### src/rtl/updn_btn_ctrl.sv
// Button front-end for the up/down counter: synchronize, debounce, edge-detect and
// auto-repeat raw buttons, then issue one-cycle load/Down/Up commands with limit gating.

module updn_btn_dbnc #(
  parameter int unsigned DB_CYCLES = 4
) (
  input  logic i_clk,
  input  logic i_rst,
  input  logic i_btn,
  output logic o_level
);

  localparam int unsigned CW = $clog2(DB_CYCLES);

  logic          r_meta;
  logic          r_sync;
  logic          r_db;
  logic [CW-1:0] r_cnt;

  // Two-flop synchronizer feeding a stable-sample counter; level accepted after DB_CYCLES samples.
  always_ff @(posedge i_clk or posedge i_rst) begin
    if (i_rst) begin
      r_meta <= 1'b0;
      r_sync <= 1'b0;
      r_db   <= 1'b0;
      r_cnt  <= '0;
    end else begin
      r_meta <= i_btn;
      r_sync <= r_meta;
      if (r_sync == r_db) begin
        r_cnt <= '0;
      end else if (r_cnt == CW'(DB_CYCLES - 1)) begin
        r_db  <= r_sync;
        r_cnt <= '0;
      end else begin
        r_cnt <= r_cnt + CW'(1);
      end
    end
  end

  assign o_level = r_db;

endmodule


module updn_btn_rpt #(
  parameter int unsigned RPT_DELAY  = 8,
  parameter int unsigned RPT_PERIOD = 4
) (
  input  logic i_clk,
  input  logic i_rst,
  input  logic i_level,
  output logic o_req_c
);

  localparam int unsigned TMAX = (RPT_DELAY > RPT_PERIOD) ? RPT_DELAY : RPT_PERIOD;
  localparam int unsigned TW   = $clog2(TMAX + 1);

  typedef enum logic [1:0] {
    ST_IDLE,
    ST_DELAY,
    ST_REPEAT
  } state_t;

  state_t        r_state;
  state_t        w_state_nxt;
  logic [TW-1:0] r_timer;
  logic [TW-1:0] w_timer_nxt;
  logic          r_level_d;
  logic          w_press;

  always_ff @(posedge i_clk or posedge i_rst) begin
    if (i_rst) begin
      r_state   <= ST_IDLE;
      r_timer   <= '0;
      r_level_d <= 1'b0;
    end else begin
      r_state   <= w_state_nxt;
      r_timer   <= w_timer_nxt;
      r_level_d <= i_level;
    end
  end

  // A dropped debounced level aborts any state at once; otherwise pulse on press, then on timer expiry.
  always_comb begin
    w_state_nxt = r_state;
    w_timer_nxt = r_timer;
    o_req_c     = 1'b0;
    w_press     = i_level & ~r_level_d;
    if (!i_level) begin
      w_state_nxt = ST_IDLE;
      w_timer_nxt = '0;
    end else begin
      case (r_state)
        ST_IDLE: begin
          if (w_press) begin
            o_req_c     = 1'b1;
            w_state_nxt = ST_DELAY;
            w_timer_nxt = TW'(1);
          end
        end
        ST_DELAY: begin
          if (r_timer == TW'(RPT_DELAY)) begin
            o_req_c     = 1'b1;
            w_state_nxt = ST_REPEAT;
            w_timer_nxt = TW'(1);
          end else begin
            w_timer_nxt = r_timer + TW'(1);
          end
        end
        ST_REPEAT: begin
          if (r_timer == TW'(RPT_PERIOD)) begin
            o_req_c     = 1'b1;
            w_timer_nxt = TW'(1);
          end else begin
            w_timer_nxt = r_timer + TW'(1);
          end
        end
        default: begin
          w_state_nxt = ST_IDLE;
          w_timer_nxt = '0;
        end
      endcase
    end
  end

endmodule


module updn_btn_ctrl #(
  parameter int unsigned WIDTH      = 5,
  parameter int unsigned DB_CYCLES  = 4,
  parameter int unsigned RPT_DELAY  = 8,
  parameter int unsigned RPT_PERIOD = 4
) (
  input  logic             CLK,
  input  logic             rst,
  input  logic             Up_btn,
  input  logic             Dn_btn,
  input  logic             Ld_btn,
  input  logic [WIDTH-1:0] IN_sw,
  input  logic             High,
  input  logic             Low,
  output logic             Up,
  output logic             Down,
  output logic             load,
  output logic [WIDTH-1:0] IN
);

  logic             w_up_level;
  logic             w_dn_level;
  logic             w_ld_level;
  logic             w_up_req_c;
  logic             w_dn_req_c;
  logic             w_ld_req;
  logic             w_up_ok;
  logic             w_dn_ok;
  logic             w_grant_up;
  logic             w_grant_dn;
  logic             w_grant_ld;
  logic             r_ld_d;
  logic             r_up;
  logic             r_down;
  logic             r_load;
  logic [WIDTH-1:0] r_in;

  updn_btn_dbnc #(.DB_CYCLES(DB_CYCLES)) u_dbnc_up (
    .i_clk   (CLK),
    .i_rst   (rst),
    .i_btn   (Up_btn),
    .o_level (w_up_level)
  );

  updn_btn_dbnc #(.DB_CYCLES(DB_CYCLES)) u_dbnc_dn (
    .i_clk   (CLK),
    .i_rst   (rst),
    .i_btn   (Dn_btn),
    .o_level (w_dn_level)
  );

  updn_btn_dbnc #(.DB_CYCLES(DB_CYCLES)) u_dbnc_ld (
    .i_clk   (CLK),
    .i_rst   (rst),
    .i_btn   (Ld_btn),
    .o_level (w_ld_level)
  );

  updn_btn_rpt #(.RPT_DELAY(RPT_DELAY), .RPT_PERIOD(RPT_PERIOD)) u_rpt_up (
    .i_clk   (CLK),
    .i_rst   (rst),
    .i_level (w_up_level),
    .o_req_c (w_up_req_c)
  );

  updn_btn_rpt #(.RPT_DELAY(RPT_DELAY), .RPT_PERIOD(RPT_PERIOD)) u_rpt_dn (
    .i_clk   (CLK),
    .i_rst   (rst),
    .i_level (w_dn_level),
    .o_req_c (w_dn_req_c)
  );

  // Limit gating happens before priority, so a blocked Down never masks a legal Up.
  always_comb begin
    w_ld_req   = w_ld_level & ~r_ld_d;
    w_dn_ok    = w_dn_req_c & ~Low;
    w_up_ok    = w_up_req_c & ~High;
    w_grant_ld = w_ld_req;
    w_grant_dn = w_dn_ok & ~w_ld_req;
    w_grant_up = w_up_ok & ~w_ld_req & ~w_dn_ok;
  end

  always_ff @(posedge CLK or posedge rst) begin
    if (rst) begin
      r_ld_d <= 1'b0;
      r_up   <= 1'b0;
      r_down <= 1'b0;
      r_load <= 1'b0;
      r_in   <= '0;
    end else begin
      r_ld_d <= w_ld_level;
      r_up   <= w_grant_up;
      r_down <= w_grant_dn;
      r_load <= w_grant_ld;
      if (w_grant_ld) begin
        r_in <= IN_sw;
      end
    end
  end

  assign Up   = r_up;
  assign Down = r_down;
  assign load = r_load;
  assign IN   = r_in;

endmodule

### config.mk
export PLATFORM = sky130hd
export DESIGN_NAME = updn_btn_ctrl
export DESIGN_NICKNAME = d
export VERILOG_FILES = /design/src/rtl/updn_btn_ctrl.sv
export SDC_FILE = /design/constraint.sdc
export NUM_CORES = 1
export LEC_CHECK = 0
export ABC_CLOCK_PERIOD_IN_PS = 1400
export CORE_MARGIN = 2
export CORE_UTILIZATION = 50
export DETAILED_ROUTE_END_ITERATION = 10
export PLACE_DENSITY = 0.85
export SLEW_MARGIN = 10
export SYNTH_ARGS = -nofsm -noshare
export SYNTH_HDL_FRONTEND = slang
export SYNTH_HIERARCHICAL = 1
export SYNTH_SLANG_ARGS = --single-unit
### constraint.sdc
create_clock -name CLK -period 1.4 [get_ports CLK]
set_input_delay 0.35 -clock CLK [delete_from_list [all_inputs] [get_ports CLK]]
set_output_delay 0.35 -clock CLK [all_outputs]
set_load 0.02 [all_outputs]
==> flow_summary.yaml, run 1 <==
cts:
  clock_path_buffers: 2
  ctsRootBufferMaster: "clkbuf_4"
  clkSlewWorstSetupHoldPaths_ns: 0.11
  insertion_delay_ns: 0.34
  postCtsHoldBufs: 0
  cts_tree: "yes"
  cts.sinks: 38
  htreeDepth: 2
  cts_buffers: 5
timing:
  fmax_ghz: 0.668
  tns_ns: -0.143
  finalCritPeriodShare_pct: 107
  setup_viol: 3
  max_slew.worst_pin.slew_ns: 0.361
  grt_setup_unrepaired: "true"
  layout_min_cycle_time_ns: 1.50
  finClkSkew_ns: 0.00578
  worst_slew_margin_rel_pct: 75.8
  slew_viol_final: 0
  hold_violations: 0
  fin_ws_ns: -0.0961
pwr:
  power_density_nw_per_um2: 1930
  internal_power_uw: 2890
  power.switching_uw: 1410
  power_leakage_uw: 0.00108
  pwr-share-comb_pct: 38.2
  p_sw_share_pct: 32.8
  ir_worst_vdd_v: 0.00115
  clockPowerShare_pct: 22.7
  sequentialPowerShare_pct: 39.2
detailed_routing:
  dr.pass1.iters: 4
  drt_iter0_drc: 44
  drc: 0
  postRouteAntennaNets: 0
  drt-wirelength-per-cell_um: 14.9
  drt-vias-per-instance: 5.32
  wl_um: 3390
  num_vias: 1208
floorplanning:
  dieArea_um2: 4110
  core_um2: 3420
  rows: 21
  die_height_um: 64.1
  pin_count: 20
  initial_core_util_pct: 52.9
  die_w_um: 64.1
logic_synthesis:
  yosysTopAreaCell: "dfrtp_1"
  synth.area.top_cells: "dfrtp_1, ha_1, mux2_4"
  syn_nets: 166
  ys_types: 43
  ys.warnings.count: 6
  seq_area_frac_synth_pct: 52.6
  synth-main-ff-cell: "dfrtp_1"
  synth.avg_cell_area_um2: 12.5
  synthCells: 145
  synth.top_cell.area_share_pct: 52.6
  synth-seq-cells: 38
  synth_edf_count: 0
  async_flop_share_pct: 100
  syn_area_um2: 1810
worst_setup_path:
  cp.required_ns: 1.64
  setup.worst_path.end_class: "register"
  cp_cell_sequence: "inv_2, ha_4, nand3b_1, a32oi_2, nor2_1, a211o_1"
  arrival_ns: 1.74
  start_kind: "register"
  crit_slowest_cell: "dfrtp_1"
  worst-setup-path-type: "reg2reg"
  crit_fanout: 5
  critPathMaxStageDelay_ns: 0.40
finish:
  drive_gt1_share_pct: 32.6
  n_antenna_cell: 0
  area_delta_synth_final_pct: 22.9
  fin_util_pct: 65.1
  nets: 201
  final_area_um2: 2220
  n_fill_cell: 251
  final_cell_mix: "dfrtp_1, buf_4, nand2_1"
  layout_commonest_cell: "dfrtp_1"
global_route:
  antenna_found_initial: 0
  grt_pass1_vias: 1232
  grt_pass1_wl_um: 5640
  grt_max_degree: 13
  overflow: 0
  grt_use_total_pct: 18.4
place:
  postPlaceCellArea_um2: 2130
  dp_slack_ns: -0.0691
  hpwlAfterDp_um: 2560
  port-buffer-count: 19
  place.gp.congestion: 0.835
min_path:
  hp-class: "reg2reg"
outcome:
  violations: "setup timing"
  status: "finished with violations"
job:
  drv_cap: 0
-- critical path: cells and delay by family (launching register included) --
| kind | cells | cell delay (ns) |
|---|---|---|
| buffers and inverters | 1 | 0.11 |
| AO/OA/AOI/OAI | 2 | 0.55 |
| flip-flops | 1 | 0.40 |
| adder cells (fa/ha/maj) | 1 | 0.15 |
| AND/OR/NAND/NOR | 2 | 0.19 |
-- worst paths after layout --
| check | startpoint | endpoint | slack (ns) | cells after the start |
|---|---|---|---|---|
| setup / recovery | u_rpt_dn/r_timer[1]$_DFFE_PP0P_ | u_rpt_dn/r_timer[3]$_DFFE_PP0P_ | -0.1 | 6 |
| hold / removal | u_dbnc_dn/r_meta$_DFF_PP0_ | u_dbnc_dn/r_sync$_DFF_PP0_ | 0.37 | 0 |
| setup reg to reg | u_rpt_dn/r_timer[1]$_DFFE_PP0P_ | u_rpt_dn/r_timer[3]$_DFFE_PP0P_ | -0.1 | 6 |
| hold reg to reg | u_dbnc_dn/r_meta$_DFF_PP0_ | u_dbnc_dn/r_sync$_DFF_PP0_ | 0.37 | 0 |
| max in group asynchronous | rst | Up$_DFF_PP0_ | 0.73 | 2 |
| min in group asynchronous | rst | u_dbnc_up/r_cnt[1]$_DFF_PP0_ | 0.38 | 2 |
-- synthesized netlist by cell type (3+ instances only) --
| cell type | instances |
|---|---|
| dfrtp_1 | 38 |
| ha_1 | 9 |
| inv_1 | 11 |
| mux2_2 | 3 |
| mux2_4 | 5 |
| nand2_1 | 12 |
| nand3b_1 | 4 |
| nor2_1 | 3 |
| nor2b_1 | 6 |
| nor3_2 | 4 |
| o21ai_0 | 5 |
| xnor2_1 | 3 |
-- state kept, by name, summed over array words and instances (netlist names), 2 cells and up --
register and cells:
IN 5, u_dbnc_dn/r_cnt 2, u_dbnc_ld/r_cnt 2, u_dbnc_up/r_cnt 2, u_rpt_dn/r_state 2, u_rpt_dn/r_timer 4, u_rpt_up/r_state 2, u_rpt_up/r_timer 4
-- through the flow --
step           hold slack [ns]  cells  power, uW
2_1_floorplan            0.129    145       2800
3_3_place_gp             0.337    217       3280
3_5_place_dp             0.343    217       3410
4_1_cts                  0.369    225       4350
5_1_grt                  0.377    227       4570
6_report                 0.367    227       4300
-- cell families (layout without fill, tap and decap cells) --
family | Yosys count | count (layout) | synth area share (%)
simple gates | 50 | 50 | 19.9
xor+xnor | 3 | 3 | 1.45
fa+ha+maj | 9 | 9 | 6.23
flops | 38 | 38 | 52.6
compound gates | 22 | 22 | 9.20
buf+inv | 15 | 51 | 4.57
mux | 8 | 8 | 6.02
-- routing by layer --
layer  share of wire [%]  routed length, um  global-route usage, %  up-vias
met5                   0                  0                      0        -
met4                 1.5                 51                   6.38        0
met3                 4.0                136                   6.34        4
met2                  52               1770                   32.4       28
met1                  42               1430                   20.8      602
li1                    -                  -                      -      574
-- cell type report --
cell class                 count  area [um2]  area share, %
timing repair buffer          31         245           11.0
sequential                    38         951           42.8
multi-input combinational     92         812           36.5
clock inverter                 2        60.1           2.70
clock buffer                   6        51.3           2.31
inverter                      12        45.0           2.03
tap                           46        57.6           2.59
-- power groups by stage --
stage	registers, uW	logic, uW	clock network, uW
detailed placement	1710	1700	0
global route	1730	1800	1040
floorplan	1840	967	0
finish	1680	1640	974
CTS	1680	1690	980
global placement	1670	1610	0
-- what timing repair did --
action,CTS,global route
gates resized for setup,20,12
setup endpoints to repair,12,13
setup buffers,0,2
pin swaps,4,1
No activity file was read; power rests on OpenSTA's default activity.
==> inputs of run 2 (changes only) <==
--- a/config.mk
+++ b/config.mk
@@ -7,11 +7,10 @@
 export LEC_CHECK = 0
 export ABC_CLOCK_PERIOD_IN_PS = 1400
 export CORE_MARGIN = 2
-export CORE_UTILIZATION = 50
+export CORE_UTILIZATION = 35
 export DETAILED_ROUTE_END_ITERATION = 10
-export PLACE_DENSITY = 0.85
+export PLACE_DENSITY = 0.66
 export SLEW_MARGIN = 10
 export SYNTH_ARGS = -nofsm -noshare
 export SYNTH_HDL_FRONTEND = slang
-export SYNTH_HIERARCHICAL = 1
 export SYNTH_SLANG_ARGS = --single-unit
==> constraint.sdc (replaced) <==
create_clock -name CLK -period 1.4 [get_ports CLK]
set_input_delay 0.35 -clock CLK [delete_from_list [all_inputs] [get_ports CLK]]
set_output_delay 0.35 -clock CLK [all_outputs]
set_load 0.01 [all_outputs]
==> run 2 against run 1 <==
Effect of this change: the run still ends with setup timing left; critical path type unchanged; area after synthesis fell by 3.7%; wire length fell by 6.9%; cell count rose by 11%; sequential share of layout area fell by 0.99 points; highest routed layer unchanged; first-iteration DRC count rose by 16%; critical path depth did not move; utilization fell by 17 points.
==> flow_summary.yaml, run 2 <==
global_route:
  grt_use_total_pct: 12.6
  overflow: 0
  grt_max_degree: 25
  antenna_found_initial: 0
  grt_pass1_vias: 1187
  grt_pass1_wl_um: 5320
place:
  place.gp.congestion: 0.885
  dp.cells: 240
  hpwlAfterDp_um: 2290
  port-buffer-count: 19
  postPlaceCellArea_um2: 2080
worst_setup_path:
  crit_slowest_cell: "dfrtp_1"
  ff2ff_setup_slack_ns: -0.08
  worst-setup-path-type: "reg2reg"
  crit_fanout: 5
  start_kind: "register"
  r2r_start: "u_rpt_up.r_timer[0]$_DFFE_PP0P_"
  ff2ff_path_depth: 6
  setup.worst_path.end_class: "register"
  cp_cell_sequence: "inv_1, ha_2, nand3b_1, a22oi_4, nor3_2, a211o_1"
  critPathMaxStageDelay_ns: 0.38
  cp.required_ns: 1.57
  timing.rr.end: "u_rpt_up.r_timer[3]$_DFFE_PP0P_"
  arrival_ns: 1.64
timing:
  tns_ns: -0.122
  max_slew.worst_pin.slew_ns: 0.339
  finClkSkew_ns: 0.00566
  layout_min_cycle_time_ns: 1.48
  fmax_ghz: 0.678
  grt_setup_unrepaired: "true"
  slew_viol_final: 0
  worst_slew_margin_rel_pct: 77.2
  hold_violations: 0
  fin_ws_ns: -0.0757
  finalCritPeriodShare_pct: 105
  setup_viol: 3
logic_synthesis:
  seq_area_frac_synth_pct: 54.6
  syn_area_um2: 1740
  ys_types: 38
  synth-seq-cells: 38
  async_flop_share_pct: 100
  synth_edf_count: 0
  synth.avg_cell_area_um2: 11.7
  synthCells: 149
  synth.top_cell.area_share_pct: 54.6
  yosysTopAreaCell: "dfrtp_1"
  syn_nets: 168
  synthTopCellsByCount: "dfrtp_1, nand2_1, inv_1, mux2_2, nor2b_1"
  synth-main-ff-cell: "dfrtp_1"
  synth.area.top_cells: "dfrtp_1, mux2_2, ha_1"
  ys.warnings.count: 0
  yosysMostFrequentCell: "dfrtp_1"
detailed_routing:
  dr.pass1.iters: 4
  postRouteAntennaNets: 0
  drc: 0
  drt-vias-per-instance: 4.81
  num_vias: 1208
  drt-wirelength-per-cell_um: 12.6
  drt_iter0_drc: 51
  wl_um: 3160
finish:
  layout_commonest_cell: "dfrtp_1"
  final_cell_mix: "dfrtp_1, nand2_1, buf_4"
  n_antenna_cell: 0
  largest_reg_flops: 5
  nets: 202
  final_area_um2: 2290
  drive_gt1_share_pct: 28.3
  area_delta_synth_final_pct: 31.5
  n_fill_cell: 452
  instances_no_fill: 251
cts:
  clock_path_buffers: 2
  cts.sinks: 38
  htreeDepth: 2
  cts_tree: "yes"
  ctsRootBufferMaster: "clkbuf_8"
  cts_buffers: 5
  insertion_delay_ns: 0.28
  clkSlewWorstSetupHoldPaths_ns: 0.07
pwr:
  internal_power_uw: 2930
  pwr-share-comb_pct: 33.0
  clockPowerShare_pct: 27.3
  p_sw_share_pct: 29.3
  power_density_nw_per_um2: 1810
  power_leakage_uw: 0.00103
  ir_worst_vdd_v: 0.00111
  power.total_uw: 4140
  power.switching_uw: 1210
  sequentialPowerShare_pct: 39.8
outcome:
  violations: "setup timing"
  status: "finished with violations"
floorplanning:
  dieArea_um2: 5560
  die_w_um: 74.5
  die_height_um: 74.5
  initial_core_util_pct: 36.6
  pin_count: 20
  core_um2: 4750
  rows: 25
min_path:
  hp-class: "in2async"
job:
  drv_cap: 0
[run 2: changes by cell type after synthesis, moves of 3 or more]
cell      before  now
inv_1         11    8
mux2_2         3    8
nor3b_1        2    5
buf_2          0    4
and4bb_1       0    3
mux2_4         5    0
nor3_1         1    5
nor3_2         4    0
[run 2: cell families after synthesis]
group / Yosys count / synth area share [%]
simple gates: 56 / 20.4
flops: 38 / 54.6
compound gates: 22 / 9.27
buf+inv: 14 / 3.52
mux: 8 / 5.17
fa+ha+maj: 7 / 5.03
xor+xnor: 4 / 2.01
[run 2: layout make-up]
type	instances	area, um2	share of cell area, %
clock buffer	6	82.6	3.61
clock inverter	2	60.1	2.62
inverter	8	30.0	1.31
multi-input combinational	97	774	33.8
sequential	38	957	41.8
tap	67	83.8	3.66
timing repair buffer	33	302	13.2
[run 2: repair_timing]
item,4_1_cts,5_1_grt
endpoints found under the setup margin,10,15
resized for setup,10,15
buffers inserted,0,3
pin swaps,3,6
hold buffers,0,0
[run 2: worst max path at each step]
stage,from,endpoint,depth (start not counted)
finish,u_rpt_up.r_timer[0]$_DFFE_PP0P_,u_rpt_up.r_timer[3]$_DFFE_PP0P_,6
global route,u_rpt_up.r_timer[0]$_DFFE_PP0P_,u_rpt_up.r_timer[3]$_DFFE_PP0P_,6
CTS,u_rpt_up.r_timer[0]$_DFFE_PP0P_,u_rpt_up.r_timer[3]$_DFFE_PP0P_,6
floorplan,u_rpt_up.r_timer[0]$_DFFE_PP0P_,u_rpt_up.r_timer[3]$_DFFE_PP0P_,6
global placement,High,Up$_DFF_PP0_,3
detailed placement,u_rpt_up.r_timer[0]$_DFFE_PP0P_,u_rpt_up.r_timer[3]$_DFFE_PP0P_,6
[run 2: critical path, delay by kind of cell (launching register included)]
family / cells / cell delay, ns
simple gates: 2 / 0.20
flops: 1 / 0.38
buf+inv: 1 / 0.06
compound gates: 2 / 0.53
fa+ha+maj: 1 / 0.19
[run 2: through the flow]
step,setup slack (ns),hold WS [ns],util (%)
final,-0.0757,0.300,48.2
after detailed placement,-0.0806,0.336,43.7
after global placement,-0.00194,0.332,43.7
after CTS,-0.0884,0.301,46.7
after global routing,-0.133,0.334,48.2
after floorplan,-0.0476,0.331,-
[run 2: power by group through the flow]
| stage | clock network [uW] | logic (uW) | registers, uW |
|---|---|---|---|
| floorplan | 0 | 816 | 1650 |
| global placement | 0 | 1290 | 1640 |
| detailed placement | 0 | 1340 | 1660 |
| CTS | 1160 | 1290 | 1640 |
| global route | 1200 | 1540 | 1690 |
| finish | 1130 | 1370 | 1650 |
[run 2: metal layers]
metal	vias to the layer above	share of wire [%]	global-route usage, %	wire length, um
met3	9	3.7	3.25	117
met2	23	53	21.7	1670
met5	-	0	0	0
met4	0	1.9	5.36	60
li1	584	-	-	-
met1	592	41	14.9	1310
==> inputs of run 3 (changes only) <==
--- a/config.mk
+++ b/config.mk
@@ -5,7 +5,6 @@
 export SDC_FILE = /design/constraint.sdc
 export NUM_CORES = 1
 export LEC_CHECK = 0
-export ABC_CLOCK_PERIOD_IN_PS = 1400
 export CORE_MARGIN = 2
 export CORE_UTILIZATION = 35
 export DETAILED_ROUTE_END_ITERATION = 10
==> results of run 3 <==
Final layout, timing and power as in run 2 (identical DEF).
